[config.mk]
export PLATFORM = sky130hd
export DESIGN_NAME = axis_slave_rx_flat
export DESIGN_NICKNAME = d
export VERILOG_FILES = /design/src/rtl/axis_pkg.sv /design/src/rtl/axis_slave_rx_if.sv /design/src/rtl/axis_sync_fifo.sv /design/src/rtl/axis_slave_rx.sv /design/src/flat_wrapper.sv
export SDC_FILE = /design/constraint.sdc
export NUM_CORES = 1
export LEC_CHECK = 0
export ABC_CLOCK_PERIOD_IN_PS = 5500
export CAP_MARGIN = 20
export CORE_ASPECT_RATIO = 1.4
export CORE_MARGIN = 8
export CORE_UTILIZATION = 50
export DETAILED_ROUTE_END_ITERATION = 10
export PLACE_DENSITY_LB_ADDON = 0.25
export SLEW_MARGIN = 20
export SYNTH_ARGS = -nofsm -noshare
export SYNTH_HDL_FRONTEND = slang
export SYNTH_SLANG_ARGS = --single-unit
[constraint.sdc]
create_clock -name CLK -period 5.5 [get_ports CLK]
set_input_delay 1.1 -clock CLK [delete_from_list [all_inputs] [get_ports CLK]]
set_output_delay 1.1 -clock CLK [all_outputs]
set_load 0.01 [all_outputs]
[src/rtl/axis_pkg.sv]
// Shared types and helpers for the AXI-Stream slave receiver.
package axis_pkg;

    typedef enum logic {IDLE, RECV} axis_rx_state_t;

    localparam int unsigned AXIS_DATA_W = 32;

    typedef struct packed {
        logic                   last;
        logic [AXIS_DATA_W-1:0] data;
    } axis_beat_t;

    // Width needed to hold a beat count in the range 0..max_beats.
    function automatic int unsigned beat_cnt_w(input int unsigned max_beats);
        return $clog2(max_beats + 1);
    endfunction

endpackage

[src/rtl/axis_slave_rx_if.sv]
// Stream and consumer-side signals of axis_slave_rx; master = environment, slave = receiver.
interface axis_slave_rx_if #(
    parameter int unsigned DATA_WIDTH = 32
);
    logic                  tvalid_in;
    logic [DATA_WIDTH-1:0] tdata_in;
    logic                  tlast_in;
    logic                  tready_out;
    logic [DATA_WIDTH-1:0] data_out;
    logic                  last_out;
    logic                  valid_out;
    logic                  read_in;
    logic                  pkt_done_out;
    logic                  len_err_out;

    modport master (
        output tvalid_in, tdata_in, tlast_in, read_in,
        input  tready_out, data_out, last_out, valid_out, pkt_done_out, len_err_out
    );

    modport slave (
        input  tvalid_in, tdata_in, tlast_in, read_in,
        output tready_out, data_out, last_out, valid_out, pkt_done_out, len_err_out
    );
endinterface

[src/rtl/axis_sync_fifo.sv]
// Single-clock FIFO with show-ahead head entry; head reads as zero while empty.
module axis_sync_fifo #(
    parameter int unsigned WIDTH = 33,
    parameter int unsigned DEPTH = 8
) (
    input  logic             CLK,
    input  logic             RST,
    input  logic             wr_en,
    input  logic [WIDTH-1:0] wr_data,
    input  logic             rd_en,
    output logic [WIDTH-1:0] rd_data,
    output logic             full,
    output logic             empty
);
    localparam int unsigned AW = (DEPTH > 1) ? $clog2(DEPTH) : 1;
    localparam int unsigned CW = AW + 1;

    logic [WIDTH-1:0] mem [DEPTH];
    logic [AW-1:0]    wr_ptr;
    logic [AW-1:0]    rd_ptr;
    logic [CW-1:0]    count;
    logic             push;
    logic             pop;

    assign full  = (count == CW'(DEPTH));
    assign empty = (count == '0);
    assign push  = wr_en && !full;
    assign pop   = rd_en && !empty;

    // Pointers wrap naturally since DEPTH is a power of two.
    always_ff @(posedge CLK or negedge RST) begin
        if (!RST) begin
            wr_ptr <= '0;
            rd_ptr <= '0;
            count  <= '0;
        end else begin
            if (push) wr_ptr <= wr_ptr + 1'b1;
            if (pop)  rd_ptr <= rd_ptr + 1'b1;
            case ({push, pop})
                2'b10:   count <= count + 1'b1;
                2'b01:   count <= count - 1'b1;
                default: count <= count;
            endcase
        end
    end

    always_ff @(posedge CLK) begin
        if (push) mem[wr_ptr] <= wr_data;
    end

    assign rd_data = empty ? '0 : mem[rd_ptr];

endmodule

[src/rtl/axis_slave_rx.sv]
// AXI-Stream slave receiver: buffers beats in a FIFO, tracks packets, pulses done per packet.
// Optional length check enabled by defining AXIS_SLAVE_LEN_CHECK_EN.
module axis_slave_rx
    import axis_pkg::*;
#(
    parameter int unsigned DATA_WIDTH = 32,
    parameter int unsigned FIFO_DEPTH = 8,
    parameter int unsigned MAX_BEATS  = 256
) (
    input  logic           CLK,
    input  logic           RST,
    axis_slave_rx_if.slave axis
);
    localparam int unsigned BEAT_W = DATA_WIDTH + 1;
    localparam int unsigned CNT_W  = beat_cnt_w(MAX_BEATS);

    typedef struct packed {
        logic                  last;
        logic [DATA_WIDTH-1:0] data;
    } beat_t;

    axis_rx_state_t   state_q, state_nx;
    logic [CNT_W-1:0] beat_cnt_q, beat_cnt_nx;
    logic             rdy_q;
    logic             pkt_done_q;
    logic             full, empty;
    logic             tready;
    logic             accept;
    logic             force_last;
    logic             eff_last;
    beat_t            wr_beat, rd_beat;

    assign tready   = rdy_q && !full;
    assign accept   = axis.tvalid_in && tready;

`ifdef AXIS_SLAVE_LEN_CHECK_EN
    logic len_err_q;
    // The beat about to be accepted is number beat_cnt_q+1.
    assign force_last = (beat_cnt_q == CNT_W'(MAX_BEATS - 1)) && !axis.tlast_in;
`else
    assign force_last = 1'b0;
`endif

    assign eff_last = axis.tlast_in || force_last;
    assign wr_beat  = '{last: eff_last, data: axis.tdata_in};

    axis_sync_fifo #(
        .WIDTH (BEAT_W),
        .DEPTH (FIFO_DEPTH)
    ) u_fifo (
        .CLK     (CLK),
        .RST     (RST),
        .wr_en   (accept),
        .wr_data (wr_beat),
        .rd_en   (axis.read_in),
        .rd_data (rd_beat),
        .full    (full),
        .empty   (empty)
    );

    always_comb begin
        state_nx    = state_q;
        beat_cnt_nx = beat_cnt_q;
        if (accept) begin
            if (eff_last) begin
                state_nx    = IDLE;
                beat_cnt_nx = '0;
            end else begin
                state_nx = RECV;
                if (beat_cnt_q != CNT_W'(MAX_BEATS)) beat_cnt_nx = beat_cnt_q + 1'b1;
            end
        end
    end

    always_ff @(posedge CLK or negedge RST) begin
        if (!RST) begin
            state_q    <= IDLE;
            beat_cnt_q <= '0;
            rdy_q      <= 1'b0;
            pkt_done_q <= 1'b0;
        end else begin
            state_q    <= state_nx;
            beat_cnt_q <= beat_cnt_nx;
            rdy_q      <= 1'b1;
            pkt_done_q <= accept && eff_last;
        end
    end

`ifdef AXIS_SLAVE_LEN_CHECK_EN
    always_ff @(posedge CLK or negedge RST) begin
        if (!RST) len_err_q <= 1'b0;
        else if (accept && force_last) len_err_q <= 1'b1;
    end
    assign axis.len_err_out = len_err_q;
`else
    assign axis.len_err_out = 1'b0;
`endif

    assign axis.tready_out   = tready;
    assign axis.data_out     = rd_beat.data;
    assign axis.last_out     = rd_beat.last;
    assign axis.valid_out    = !empty;
    assign axis.pkt_done_out = pkt_done_q;

endmodule

[src/flat_wrapper.sv]
// flat-port wrapper written by rule: the top's interface ports become plain ports
module axis_slave_rx_flat import axis_pkg::*;
#(
    parameter int unsigned DATA_WIDTH = 32,
    parameter int unsigned FIFO_DEPTH = 8,
    parameter int unsigned MAX_BEATS  = 256
)
  (CLK, RST, axis_tvalid_in, axis_tdata_in, axis_tlast_in, axis_read_in, axis_tready_out, axis_data_out, axis_last_out, axis_valid_out, axis_pkt_done_out, axis_len_err_out);
  axis_slave_rx_if #(.DATA_WIDTH(DATA_WIDTH)) axis_i ();
  input  logic CLK;
  input  logic RST;
  input wire logic [$bits(axis_i.tvalid_in)-1:0] axis_tvalid_in;
  input wire logic [$bits(axis_i.tdata_in)-1:0] axis_tdata_in;
  input wire logic [$bits(axis_i.tlast_in)-1:0] axis_tlast_in;
  input wire logic [$bits(axis_i.read_in)-1:0] axis_read_in;
  output wire logic [$bits(axis_i.tready_out)-1:0] axis_tready_out;
  output wire logic [$bits(axis_i.data_out)-1:0] axis_data_out;
  output wire logic [$bits(axis_i.last_out)-1:0] axis_last_out;
  output wire logic [$bits(axis_i.valid_out)-1:0] axis_valid_out;
  output wire logic [$bits(axis_i.pkt_done_out)-1:0] axis_pkt_done_out;
  output wire logic [$bits(axis_i.len_err_out)-1:0] axis_len_err_out;
  assign axis_i.tvalid_in = axis_tvalid_in;
  assign axis_i.tdata_in = axis_tdata_in;
  assign axis_i.tlast_in = axis_tlast_in;
  assign axis_i.read_in = axis_read_in;
  assign axis_tready_out = axis_i.tready_out;
  assign axis_data_out = axis_i.data_out;
  assign axis_last_out = axis_i.last_out;
  assign axis_valid_out = axis_i.valid_out;
  assign axis_pkt_done_out = axis_i.pkt_done_out;
  assign axis_len_err_out = axis_i.len_err_out;
  axis_slave_rx #(.DATA_WIDTH(DATA_WIDTH), .FIFO_DEPTH(FIFO_DEPTH), .MAX_BEATS(MAX_BEATS)) u_core (.CLK(CLK), .RST(RST), .axis(axis_i));
endmodule
==> results by group <==
Floorplan
  – Die Span Y: 188.2 microns
  – Core area: 20970 sq um
  – Die extent in x: 139.0 microns
  – # IOs: 74
  – Full die area: 26170 sq um
  – Std-Cell Rows: 63
  – Initial Util: 50.52%

CTS
  – Clock slew at reported path FFs: 0.07 ns
  – Clock Sinks: 276
  – Post-CTS Setup Bufs: 0
  – Clock latency on the worst-skew pair: 0.51 ns
  – CTS Root Buffer Type: clkbuf_16
  – H-tree Lvls: 1
  – Cts hold-fix bufs: 0
  – Max Root-Sink Buffers: 3
  – TritonCTS clock tree: done
  – CTS Buf Count: 26
  – Post-CTS Resized: 0

Timing
  – Worst-margin pin slew: 1.033 ns
  – Max_slew headroom: 30.95%
  – Final clock skew: 0.008510 ns
  – RSZ-0062 raised after global routing: false
  – Finish-stage setup viols: 0
  – Max Freq: 245.1 MHz
  – Final period util: 74.19%
  – Hold_ws: 0.5557 ns
  – Final Max Slew Viols: 0
  – Min cycle time layout: 4.081 ns
  – Final Hold Fails: 0
  – TNS Setup: 0 ns

Outcome
  – Status: complete, no violations

Synthesis
  – Post-Synth XOR/XNOR Area: 0.5788%
  – Top_reg_cell synth: edfxtp_1
  – Largest family of logic cells by synthesized area: multiplexers
  – Adder-Cell Fraction of Synth Area: 0.5906%
  – Multiplexer share of the synthesized area: 14.45%
  – Synthesis-stage register bit count: 276
  – Post-synth top area share: 74.84%
  – Synth Area in Simple Gates: 1.713%
  – Asr flop ratio synth: 4.348%
  – Post-Syn Instances: 457
  – Yosys warning count: 0
  – Post-synth EDFFs: 264
  – Most frequent cells after synthesis: edfxtp_1, mux4_2, a22o_1, dfrtp_1
  – Syn avg cell area: 23.18 sq um
  – Top-count cell post-synth: edfxtp_1
  – Cell Area, Synth: 10590 sq um
  – Top cells by area, synth: edfxtp_1, mux4_2, dfrtp_1
  – Netlist cell types: 39
  – Synth Area in Compound Gates: 3.166%
  – Post-synthesis sequential area ratio: 77.68%
  – Net count after synthesis: 499
  – Area leader, netlist: edfxtp_1

Route
  – Vias per std cell: 5.913
  – 1st-iter DRT viols: 298
  – Post-route ant nets: 0
  – Avg WL per Cell: 24.33 microns
  – DRC Markers: 0
  – Number of iterations in the first detailed-routing pass: 4
  – Total Wirelength: 20030 microns
  – Via count: 4866

Pwr
  – Sw frac: 27.63%
  – Pwr Density: 517.1 nW/um^2
  – Peak VDD IR: 0.3979 mV
  – Pleak: 0.004024 uW
  – Clk pwr share: 28.0%
  – Psw: 1792 uW
  – Internal power: 4694 uW
  – Gate power share: 30.8%
  – Register share of total power: 41.2%
  – Pwr Total: 6486 uW

Setup path
  – Worst r2r path cells: 6
  – Reg2reg setup slack: 2.36 ns
  – CP Data Required Time: 4.40 ns
  – Worst r2r dst: u_core.u_fifo.count[3]
  – Slowest CP cell: dfrtp_2
  – Reg2reg start: u_core.u_fifo.count[2]
  – Kind of critical path: register to output pin
  – Critical Path Max Stage Delay: 0.89 ns
  – CP Cell Sequence: buf_4, mux4_2, a22o_1, clkdlybuf4s50_1
  – Worst Path Max Fanout: 32
  – Crit end category: output pin
  – Critical Path Start Type: register
  – Worst EP arrival: 2.98 ns

Global routing
  – First-pass GRT wire length: 31720 microns
  – GRT Residual Overflow: 0
  – Vias in the first global route: 5352
  – Largest net degree at the start of global routing: 51
  – Global Route Usage Sum: 15.78%
  – Initial antenna violation count: 2

Job
  – Max_cap viols: 0

Cells and area
  – Layout Nets: 586
  – # diodes: 0
  – Share of layout cells above drive strength 1: 24.16%
  – Syn-to-layout area delta: 18.42%

Placed design
  – Final Wtd Congestion: 0.7061
  – Hpwl dp: 11640 microns
  – Port Buffers: 72

Min path
  – HP Class: register to register
  – Hold Crit Start: u_core.u_fifo.rd_ptr[2]
  – Hold depth: 1
  – WHS Endpoint: u_core.u_fifo.rd_ptr[2]
==> final cells by class <==
class	instances	area, sq um
repair buffers	86	863.3
multi-input cells	151	2233
clock buffers	35	705.7
clock inverters	12	171.4
inverters	3	11.26
well taps	260	325.3
fillers	1462	8424
flip-flops and latches	276	8233
==> cells by family (layout without fill, tap and decap cells) <==
group	after synthesis	after routing
flip-flops	276	276
AO/OA/AOI/OAI	39	39
buffers and inverters	30	136
XOR/XNOR	7	7
multiplexers	70	70
other	2	2
adder cells (fa/ha/maj)	5	5
AND/OR/NAND/NOR	28	28
==> sequential cells by signal, indices dropped and copies added, names as in the netlist <==
name                      cells
u_core.u_fifo.rd_ptr          3
u_core.axis.pkt_done_out      1
u_core.rdy_q                  1
u_core.u_fifo.mem           264
u_core.u_fifo.count           4
u_core.u_fifo.wr_ptr          3
==> layer usage <==
metal,wire (microns),vias up,GRT usage (%)
met4,314,4,4.235
met1,8196,2586,19.88
met3,1104,30,3.115
met5,27,-,0
li1,-,2115,-
met2,10380,131,27.46
==> cell usage in the layout (no fill, tap or decap), types with 2 or more instances in the layout <==
master,instances
mux2_2,3
ha_1,5
a22o_1,33
buf_12,3
or4b_2,2
bufinv_16,4
inv_1,3
conb_1,2
dfrtp_1,10
nor2_4,3
xnor2_1,6
nand2_1,2
clkinvlp_4,4
clkdlybuf4s50_1,72
clkbuf_1,8
edfxtp_1,264
mux4_2,66
nor3_2,3
nand4_1,2
nand2b_1,2
buf_4,11
or4_1,2
clkinv_1,2
clkbuf_16,27
==> how the worst max path moves through the flow <==
stage / start / end / cells after the start
2_1_floorplan: axis_tvalid_in / u_core.u_fifo.mem[0][0] / 2
3_3_place_gp: u_core.u_fifo.rd_ptr[0] / axis_data_out[0] / 4
3_5_place_dp: u_core.u_fifo.rd_ptr[0] / axis_data_out[0] / 4
4_1_cts: u_core.u_fifo.count[1] / axis_data_out[1] / 4
5_1_grt: u_core.u_fifo.count[0] / axis_data_out[1] / 4
6_report: u_core.u_fifo.rd_ptr[1] / axis_data_out[30] / 4
==> worst max-delay path, delay by kind of cell, from the launching register on <==
family                 cells  cell delay (ns)
AO/OA/AOI/OAI              1             0.26
buffers and inverters      2             0.92
flip-flops                 1             0.89
multiplexers               1             0.36
==> power by group through the flow <==
stage          combinational [uW]  clock, uW  sequential, uW
3_3_place_gp                 2020          0            2700
6_report                     2000       1810            2670
2_1_floorplan                1370          0            2600
4_1_cts                      2050       1840            2670
3_5_place_dp                 2040          0            2720
5_1_grt                      2160       1930            2700
==> through the flow <==
| stage | instance area [sq um] | util (%) | cells | setup WS, ns |
|---|---|---|---|---|
| after global placement | 11660 | 55.61 | 776 | 1.911 |
| after global routing | 12540 | 59.82 | 823 | 1.249 |
| after CTS | 12540 | 59.79 | 823 | 1.350 |
| after floorplan | 10590 | - | 457 | 0.5703 |
| after detailed placement | 11660 | 55.61 | 776 | 1.898 |
| final | 12540 | 59.82 | 823 | 1.419 |
Note: power is estimated with default switching activity, not from simulation.
